[config.mk]
export PLATFORM = sky130hd
export DESIGN_NAME = g_reg_file_sb_flat
export DESIGN_NICKNAME = d
export VERILOG_FILES = /design/src/rtl/g_reg_file_sb_if.sv /design/src/rtl/g_reg_file_sb.sv /design/src/flat_wrapper.sv
export SDC_FILE = /design/constraint.sdc
export NUM_CORES = 2
export LEC_CHECK = 0
export CORE_UTILIZATION = 37
export CTS_CLUSTER_DIAMETER = 150
export DETAILED_ROUTE_END_ITERATION = 8
export PLACE_DENSITY = 0.57
export SKIP_CTS_REPAIR_TIMING = 1
export SLEW_MARGIN = 10
export SYNTH_ARGS = -nofsm -noshare
export SYNTH_HDL_FRONTEND = slang
export SYNTH_SLANG_ARGS = --single-unit
[constraint.sdc]
create_clock -name clk -period 5.2 [get_ports clk]
set_clock_uncertainty 0.2 [all_clocks]
set_input_delay 1.04 -clock clk [delete_from_list [all_inputs] [get_ports clk]]
set_output_delay 1.04 -clock clk [all_outputs]
set_load 0.03 [all_outputs]
[src/rtl/g_reg_file_sb_if.sv]
// Decode/write-back side bundle of the scoreboarded register file.
// The master side drives indices, reserves and write-backs; the slave side returns operands and status.
interface g_reg_file_sb_if #(
    parameter int unsigned W_OPR = 32,
    parameter int unsigned W_RD  = 4
);
    logic [W_RD-1:0]  r0_i;
    logic [W_RD-1:0]  r1_i;
    logic [W_OPR-1:0] r_opr0_o;
    logic [W_OPR-1:0] r_opr1_o;
    logic             reserved_o;
    logic             rsv_i;
    logic [W_RD-1:0]  rsv_r_i;
    logic             rsv_full_o;
    logic             wb0_i;
    logic [W_RD-1:0]  wb0_r_i;
    logic [W_OPR-1:0] result0_i;
    logic             wb1_i;
    logic [W_RD-1:0]  wb1_r_i;
    logic [W_OPR-1:0] result1_i;
    logic             flush_i;
    logic             busy_o;

    modport master (
        output r0_i, r1_i, rsv_i, rsv_r_i, wb0_i, wb0_r_i, result0_i,
               wb1_i, wb1_r_i, result1_i, flush_i,
        input  r_opr0_o, r_opr1_o, reserved_o, rsv_full_o, busy_o
    );

    modport slave (
        input  r0_i, r1_i, rsv_i, rsv_r_i, wb0_i, wb0_r_i, result0_i,
               wb1_i, wb1_r_i, result1_i, flush_i,
        output r_opr0_o, r_opr1_o, reserved_o, rsv_full_o, busy_o
    );
endinterface

[src/rtl/g_reg_file_sb.sv]
// General-register file with a saturating pending-write counter per register,
// two combinational read ports, two write-back ports and one reserve port.
module g_reg_file_sb #(
    parameter int unsigned W_OPR    = 32,
    parameter int unsigned N_REG    = 16,
    parameter int unsigned W_RD     = 4,
    parameter int unsigned PEND_W   = 2,
    parameter bit          BYPASS   = 1'b1,
    parameter bit          ZERO_REG = 1'b0
) (
    input  logic            clk,
    input  logic            reset,
    g_reg_file_sb_if.slave  bus
);
    // Wide enough to hold pend + 1 and a hit count of 2 without wrapping.
    localparam int unsigned CW = ((PEND_W > 2) ? PEND_W : 2) + 1;
    localparam logic [PEND_W-1:0] PEND_MAX = '1;

    logic [W_OPR-1:0]  data_q [N_REG];
    logic [W_OPR-1:0]  data_d [N_REG];
    logic [PEND_W-1:0] pend_q [N_REG];
    logic [PEND_W-1:0] pend_d [N_REG];
    logic [N_REG-1:0]  hit0;
    logic [N_REG-1:0]  hit1;
    logic [N_REG-1:0]  inc;
    logic [CW-1:0]     sum;
    logic [CW-1:0]     dec;
    logic              rsv_full;
    logic              busy;

    function automatic logic is_zero(input logic [W_RD-1:0] idx);
        return ZERO_REG && (idx == '0);
    endfunction

    function automatic logic [W_OPR-1:0] rd_val(
        input logic             zero,
        input logic             h0,
        input logic             h1,
        input logic [W_OPR-1:0] res0,
        input logic [W_OPR-1:0] res1,
        input logic [W_OPR-1:0] stored
    );
        if (zero)
            return '0;
        if (BYPASS && h1)
            return res1;
        if (BYPASS && h0)
            return res0;
        return stored;
    endfunction

    // With forwarding, a pending write is covered when this cycle's hits retire all of it.
    function automatic logic haz(
        input logic              zero,
        input logic              h0,
        input logic              h1,
        input logic [PEND_W-1:0] pend
    );
        if (zero)
            return 1'b0;
        if (BYPASS)
            return CW'(pend) > (CW'(h0) + CW'(h1));
        return pend != '0;
    endfunction

    always_comb begin
        hit0 = '0;
        hit1 = '0;
        for (int unsigned i = 0; i < N_REG; i++) begin
            hit0[i] = bus.wb0_i && (bus.wb0_r_i == W_RD'(i));
            hit1[i] = bus.wb1_i && (bus.wb1_r_i == W_RD'(i));
        end
    end

    assign rsv_full = (pend_q[bus.rsv_r_i] == PEND_MAX) && !is_zero(bus.rsv_r_i);

    always_comb begin
        inc = '0;
        sum = '0;
        dec = '0;
        for (int unsigned i = 0; i < N_REG; i++) begin
            data_d[i] = data_q[i];
            pend_d[i] = pend_q[i];
            inc[i] = bus.rsv_i && (bus.rsv_r_i == W_RD'(i)) && !rsv_full &&
                     !bus.flush_i && !is_zero(W_RD'(i));
            if (!is_zero(W_RD'(i))) begin
                if (hit1[i])
                    data_d[i] = bus.result1_i;
                else if (hit0[i])
                    data_d[i] = bus.result0_i;
            end
            sum = CW'(pend_q[i]) + CW'(inc[i]);
            dec = CW'(hit0[i]) + CW'(hit1[i]);
            if (bus.flush_i)
                pend_d[i] = '0;
            else if (sum > dec)
                pend_d[i] = PEND_W'(sum - dec);
            else
                pend_d[i] = '0;
        end
    end

    always_ff @(posedge clk or negedge reset) begin
        if (!reset) begin
            for (int unsigned i = 0; i < N_REG; i++) begin
                data_q[i] <= '0;
                pend_q[i] <= '0;
            end
        end else begin
            for (int unsigned i = 0; i < N_REG; i++) begin
                data_q[i] <= data_d[i];
                pend_q[i] <= pend_d[i];
            end
        end
    end

    always_comb begin
        busy = 1'b0;
        for (int unsigned i = 0; i < N_REG; i++)
            busy = busy | (pend_q[i] != '0);
    end

    // Outputs are forced low while reset is held so forwarded WB data cannot leak through.
    always_comb begin
        bus.r_opr0_o   = '0;
        bus.r_opr1_o   = '0;
        bus.reserved_o = 1'b0;
        bus.rsv_full_o = 1'b0;
        bus.busy_o     = 1'b0;
        if (reset) begin
            bus.r_opr0_o = rd_val(is_zero(bus.r0_i), hit0[bus.r0_i], hit1[bus.r0_i],
                                  bus.result0_i, bus.result1_i, data_q[bus.r0_i]);
            bus.r_opr1_o = rd_val(is_zero(bus.r1_i), hit0[bus.r1_i], hit1[bus.r1_i],
                                  bus.result0_i, bus.result1_i, data_q[bus.r1_i]);
            bus.reserved_o = haz(is_zero(bus.r0_i), hit0[bus.r0_i], hit1[bus.r0_i],
                                 pend_q[bus.r0_i]) |
                             haz(is_zero(bus.r1_i), hit0[bus.r1_i], hit1[bus.r1_i],
                                 pend_q[bus.r1_i]);
            bus.rsv_full_o = rsv_full;
            bus.busy_o     = busy;
        end
    end
endmodule
[src/flat_wrapper.sv]
// flat-port wrapper written by rule: the top's interface ports become plain ports
module g_reg_file_sb_flat 
#(
    parameter int unsigned W_OPR    = 32,
    parameter int unsigned N_REG    = 16,
    parameter int unsigned W_RD     = 4,
    parameter int unsigned PEND_W   = 2,
    parameter bit          BYPASS   = 1'b1,
    parameter bit          ZERO_REG = 1'b0
)
  (clk, reset, bus_r0_i, bus_r1_i, bus_rsv_i, bus_rsv_r_i, bus_wb0_i, bus_wb0_r_i, bus_result0_i, bus_wb1_i, bus_wb1_r_i, bus_result1_i, bus_flush_i, bus_r_opr0_o, bus_r_opr1_o, bus_reserved_o, bus_rsv_full_o, bus_busy_o);
  g_reg_file_sb_if #(.W_OPR(W_OPR), .W_RD(W_RD)) bus_i ();
  input  logic clk;
  input  logic reset;
  input wire logic [$bits(bus_i.r0_i)-1:0] bus_r0_i;
  input wire logic [$bits(bus_i.r1_i)-1:0] bus_r1_i;
  input wire logic [$bits(bus_i.rsv_i)-1:0] bus_rsv_i;
  input wire logic [$bits(bus_i.rsv_r_i)-1:0] bus_rsv_r_i;
  input wire logic [$bits(bus_i.wb0_i)-1:0] bus_wb0_i;
  input wire logic [$bits(bus_i.wb0_r_i)-1:0] bus_wb0_r_i;
  input wire logic [$bits(bus_i.result0_i)-1:0] bus_result0_i;
  input wire logic [$bits(bus_i.wb1_i)-1:0] bus_wb1_i;
  input wire logic [$bits(bus_i.wb1_r_i)-1:0] bus_wb1_r_i;
  input wire logic [$bits(bus_i.result1_i)-1:0] bus_result1_i;
  input wire logic [$bits(bus_i.flush_i)-1:0] bus_flush_i;
  output wire logic [$bits(bus_i.r_opr0_o)-1:0] bus_r_opr0_o;
  output wire logic [$bits(bus_i.r_opr1_o)-1:0] bus_r_opr1_o;
  output wire logic [$bits(bus_i.reserved_o)-1:0] bus_reserved_o;
  output wire logic [$bits(bus_i.rsv_full_o)-1:0] bus_rsv_full_o;
  output wire logic [$bits(bus_i.busy_o)-1:0] bus_busy_o;
  assign bus_i.r0_i = bus_r0_i;
  assign bus_i.r1_i = bus_r1_i;
  assign bus_i.rsv_i = bus_rsv_i;
  assign bus_i.rsv_r_i = bus_rsv_r_i;
  assign bus_i.wb0_i = bus_wb0_i;
  assign bus_i.wb0_r_i = bus_wb0_r_i;
  assign bus_i.result0_i = bus_result0_i;
  assign bus_i.wb1_i = bus_wb1_i;
  assign bus_i.wb1_r_i = bus_wb1_r_i;
  assign bus_i.result1_i = bus_result1_i;
  assign bus_i.flush_i = bus_flush_i;
  assign bus_r_opr0_o = bus_i.r_opr0_o;
  assign bus_r_opr1_o = bus_i.r_opr1_o;
  assign bus_reserved_o = bus_i.reserved_o;
  assign bus_rsv_full_o = bus_i.rsv_full_o;
  assign bus_busy_o = bus_i.busy_o;
  g_reg_file_sb #(.W_OPR(W_OPR), .N_REG(N_REG), .W_RD(W_RD), .PEND_W(PEND_W), .BYPASS(BYPASS), .ZERO_REG(ZERO_REG)) u_core (.clk(clk), .reset(reset), .bus(bus_i));
endmodule
# Yosys cells after proc, flatten, opt, wreduce, memory -nomap -nowiden
# Cells that the tools add are included.
# Widths: inputs -> output; s select.
# classes
addsub	50
mul	0
n_div	0
magnitude_cmp	23
eq_ne	46
shift	0
n_mux	115
n_bitwise	19
n_reduce_logical	119
# op_table
operator	n
$mux 32	46
$bmux 32 s4	2
$eq 4x4->1 const B	24
$logic_and 1x1->1	80
$mux 2	38
$reduce_bool 2->1	34
$add 2x1->3	16
$eq 4x3->1 const B	12
$gt 3x2->1	16
$add 1x1->2	18
$sub 2x2->2	16
$bmux 2 s4	3
$eq 4x2->1 const B	6
$mux 1	22
$bmux 1 s4	4
$or 1x1->1	16
$ge 5x5->1 const B	3
$not 4->5	3
$eq 4x1->1 const B	3
$logic_not 4->1	3
$lt 4x5->1 const B	2
$gt 2x3->1	2
$eq 2x2->1 const B	1
$logic_not 1->1	2
# word_totals
regBits	544
latchBits	0
mem_bits_rw	0
rom_bits	0
in_bits	90
output_inout_bits	67
word_cells	404
mem_count	0

# Logic depth before layout (Yosys ltp)
# logic_depth
ltp_word	17
mapped_depth	14
mapped_depth_nobuf	12

# Worst setup path after synthesis
# OpenSTA, ideal clock, no wires.
# synth_path
kind	input -> output
from	in bus_r0_i[0]
to	out bus_reserved_o
arrival_time_ns	3.223
required_ns	3.960
setup_slack_ns	0.737
cell_stages	9
path_buffers	3
path_cell_list	clkbuf_1 -> buf_6 -> buf_4 -> mux4_2 -> mux4_2 -> ha_1 -> a21oi_1 -> a21oi_1 -> o21a_1
# synth_between
elab_chain_len	9
# synth_rtl
element	line	text
start: declaration	flat_wrapper.sv:15	input wire logic [$bits(bus_i.r0_i)-1:0] bus_r0_i;
$not 4->5 (implied by the code)	g_reg_file_sb.sv:136	pend_q[bus.r0_i]) |
$bmux 2 s4	g_reg_file_sb.sv:136	
$mux 2 (implied by the code) (2 in series)	g_reg_file_sb.sv:136	
$gt 2x3->1 or $reduce_bool 2->1 (tied branches)	g_reg_file_sb.sv:62, g_reg_file_sb.sv:63	
$mux 1 (*)	g_reg_file_sb.sv:63	return pend != '0;
$mux 1 (*)	g_reg_file_sb.sv:130	if (reset) begin
$or 1x1->1 (*)	g_reg_file_sb.sv:136	
$mux 1 (*)	g_reg_file_sb.sv:130	
end: declaration	flat_wrapper.sv:28	output wire logic [$bits(bus_i.reserved_o)-1:0] bus_reserved_o;
# Every way passes the cells marked *; elsewhere a longest branch is shown, timed or not. The select of a mux whose other input is x is not followed.

# Final worst setup path
# layout_path
from	in bus_wb0_r_i[3]
to	out bus_reserved_o
# layout_between
elab_chain_len	10
# layout_rtl
element	line	text
start: declaration	flat_wrapper.sv:20	input wire logic [$bits(bus_i.wb0_r_i)-1:0] bus_wb0_r_i;
$eq 4x1->1, or another cell as far along	g_reg_file_sb.sv:70	hit0[i] = bus.wb0_i && (bus.wb0_r_i == W_RD'(i));
$logic_and 1x1->1	g_reg_file_sb.sv:70	
$bmux 1 s4, on equally long branches	g_reg_file_sb.sv:135, g_reg_file_sb.sv:137	
$mux 1, on equally long branches	g_reg_file_sb.sv:135, g_reg_file_sb.sv:137	
$add 1x1->2	g_reg_file_sb.sv:62	return CW'(pend) > (CW'(h0) + CW'(h1));
$gt 2x3->1	g_reg_file_sb.sv:62	
$mux 1	g_reg_file_sb.sv:63	
$mux 1	g_reg_file_sb.sv:130	
$or 1x1->1 (*)	g_reg_file_sb.sv:136	
$mux 1 (*)	g_reg_file_sb.sv:130	
# Marked as above.

==> results.yml <==
status:
  status: "finished clean"
power:
  vdd.ir_drop.worst_v: 0.000266
  power.internal_mw: 9.59
  seq_power_share_pct: 41.8
  totalPowerFinal_mw: 14.0
  comb_power_share_pct: 26.1
  p_switching_mw: 4.45
  pwr-share-clk_pct: 32.1
  p_sw_share_pct: 31.7
  powerDensity_nw_per_um2: 330
  lkg_pwr_nw: 18.4
synthesis:
  postSynth.topFlopCell: "dfrtp_1"
  yosysMostFrequentCell: "nand2_1"
  synth.top_cell.area_share_pct: 36.7
  syn_nets: 3889
  synthDominantAreaCellType: "dfrtp_1"
  yosys-top-cells-area: "dfrtp_1, mux4_2, mux2i_1"
  ys_seq_elements: 544
  synth_enable_flop_cells: 0
  mappedNetlistArea_um2: 37100
  synth.distinct_cells: 43
  postSynthAreaPerCell_um2: 10.0
  synth.yosys.seq_area_share_pct: 36.7
  synth_async_sr_flop_share_pct: 100
  yosys-top-cells-count: "nand2_1, dfrtp_1, o21ai_0, mux2i_1, mux4_2"
  number_of_warnings_reported_in_the_yosys_synthesis_log: 0
  syn_inst: 3697
timing:
  tns_ns: 0
  timing.max_slew.rel_slack_pct: 27.4
  finalCritPeriodShare_pct: 91.8
  worst-slew-pin-transition_ns: 1.09
  timing.final.ws_setup_ns: 0.426
  report.final.setup_viol: 0
  achievable-frequency_mhz: 209
  timing.final.hold_violations: 0
  maxSlewViolCount: 0
  final_period_minus_worst_setup_slack_ns: 4.77
  rsz0062_at_grt: "no"
layout:
  num-fill-cells: 9387
  flow.area_growth_from_synthesis_pct: 14.5
  net_count_of_the_finished_layout: 3796
  multi_input_comb_area_um2: 21400
  layout.area.seq_um2: 13600
  post_route_cells_drive_above_1_share_pct: 17.2
global_route:
  grt_first_pass_wirelength_um: 200000
  globalRoute.totalOverflow: 0
  grt_use_total_pct: 26.4
  antenna_found_initial: 4
  first_global_vias: 29100
  grt_start_max_net_pins: 97
routing:
  drt-met1-wl_um: 57000
  route.detailed.drc: 0
  route.antenna.remaining_nets: 0
  dr.max_layer_used: "met5"
  route.met2.wl_um: 63600
  drt-vias-per-instance: 6.00
  route.final.wire_length_um: 135000
  dr.pass1.iters: 6
  routed-wl-met3_um: 8410
  initialDrtViolationCount: 2925
  wirelength_per_cell_um: 27.3
  routed-via-count: 29700
placed_design:
  final_hpwl_dp_um: 77700
  place_ws_ns: 0.444
  port_buffers: 156
  finalWeightedCongestion: 0.875
clock_network:
  clock_path_buffers: 3
  cts_inserted_buffers: 61
  clock-root-buffer: "clkbuf_16"
  worst_setup_hold_path_clk_slew_ns: 0.06
  tritoncts: "built"
  clk-insertion-delay-late_ns: 0.65
  h-tree-depth: 2
  numClockSinks: 544
die:
  start_util_pct: 37.5
  dieArea_um2: 102000
  floorplan.die.height_um: 319
  die_width_um: 319
  placeableCoreArea_um2: 98900
  placement_rows: 115
  design.portCount: 157
critical_path:
  crit_start: "bus_wb0_r_i[3]"
  critical_path.endpoint_type: "primary output"
  crit_path_start_kind: "input port"
  worst_flop_to_flop_path_startpoint: "u_core.pend_q[11]$_DFF_PN0_"
  critPathArrivalTime_ns: 3.53
  crit_path_required_time_ns: 3.96
  timing_worst_setup_path_type: "in2out"
  worst_reg2reg_endpoint: "u_core.pend_q[8]$_DFF_PN0_"
  rr_worst_depth: 10
  rrSetupSlack_ns: 2.14
  worstPathMaxFanout: 8
worst_hold_path:
  hp-class: "in2async"
flow_run:
  max_cap_viol_count: 0
[routing by layer]
layer	vias to the layer above	GRT usage [%]
met5	-	0
met4	10	10.7
met3	294	3.00
met2	1229	43.1
met1	15100	35.6
li1	13100	-
[layout make-up]
cell class | count | share of cell area, %
Multi-Input combinational cell | 2592 | 50.3
Timing Repair Buffer | 284 | 7.86
Sequential cell | 544 | 32.0
Antenna cell | 3 | 0.0177
Inverter | 121 | 1.07
Tap cell | 1287 | 3.79
Clock inverter | 20 | 0.439
Clock buffer | 95 | 4.44
[placed cells by master, fill, tap and decap left out, types with 70 or more instances in the layout]
master,Yosys,final
buf_12,0,77
inv_1,119,119
buf_4,54,116
dfrtp_1,544,544
mux2i_1,516,516
ha_1,86,70
a22oi_1,128,128
nand2_1,730,728
o21ai_0,519,519
clkdlybuf4s50_1,0,86
mux4_2,278,278
[sequential cells by signal (all words and copies together), names as in the netlist]
signal,count
u_core.data_q,512
u_core.pend_q,32
[worst max-delay path, stage by stage]
cell and delay (ns):
clkdlybuf4s50_1 0.51, xor2_1 0.20, nor4_1 0.30, nand2_2 0.13
inv_2 0.07, buf_4 0.24, ha_1 0.18, inv_1 0.04
ha_1 0.28, a21oi_1 0.13, a21oi_1 0.05, o21a_1 0.21
buf_12 0.14
[power by group through the flow]
stage                     sequential (mW)  combinational, mW  clock, mW
after floorplan                      5.68               2.50          0
after global placement               5.85               3.60          0
after detailed placement             5.90               3.68          0
after CTS                            5.83               3.67       4.57
after global routing                 5.98               4.00       4.71
final                                5.87               3.67       4.51
[per-stage QoR]
step                cell area, um^2  utilization (%)  instances  hold WS [ns]
floorplan                     37100                -       3697         0.261
global placement              40400             40.9       4828         0.273
detailed placement            40400             40.9       4828         0.285
CTS                           42500             43.0       4943         0.142
global route                  42500             43.0       4943         0.166
finish                        42500             43.0       4946         0.161
[worst max path at each step]
stage / slack (ns) / cells after the start / to
final: 0.43 / 13 / bus_reserved_o
after global routing: 0.25 / 13 / bus_reserved_o
after CTS: 0.43 / 13 / bus_reserved_o
after detailed placement: 0.44 / 13 / bus_reserved_o
after global placement: 0.41 / 13 / bus_reserved_o
after floorplan: 0.74 / 9 / bus_reserved_o
[cells by family (layout without fill, tap and decap cells)]
kind of cell / after synthesis / after routing / share of synthesized area, %
mux: 794 / 794 / 30.8
xor+xnor: 16 / 16 / 0.378
other cells: 0 / 3 / 0
fa+ha+maj: 102 / 102 / 3.76
compound gates: 827 / 827 / 12.5
simple gates: 853 / 853 / 9.28
buf+inv: 561 / 520 / 6.59
flops: 544 / 544 / 36.7
Note: power is estimated with default switching activity, not from simulation.
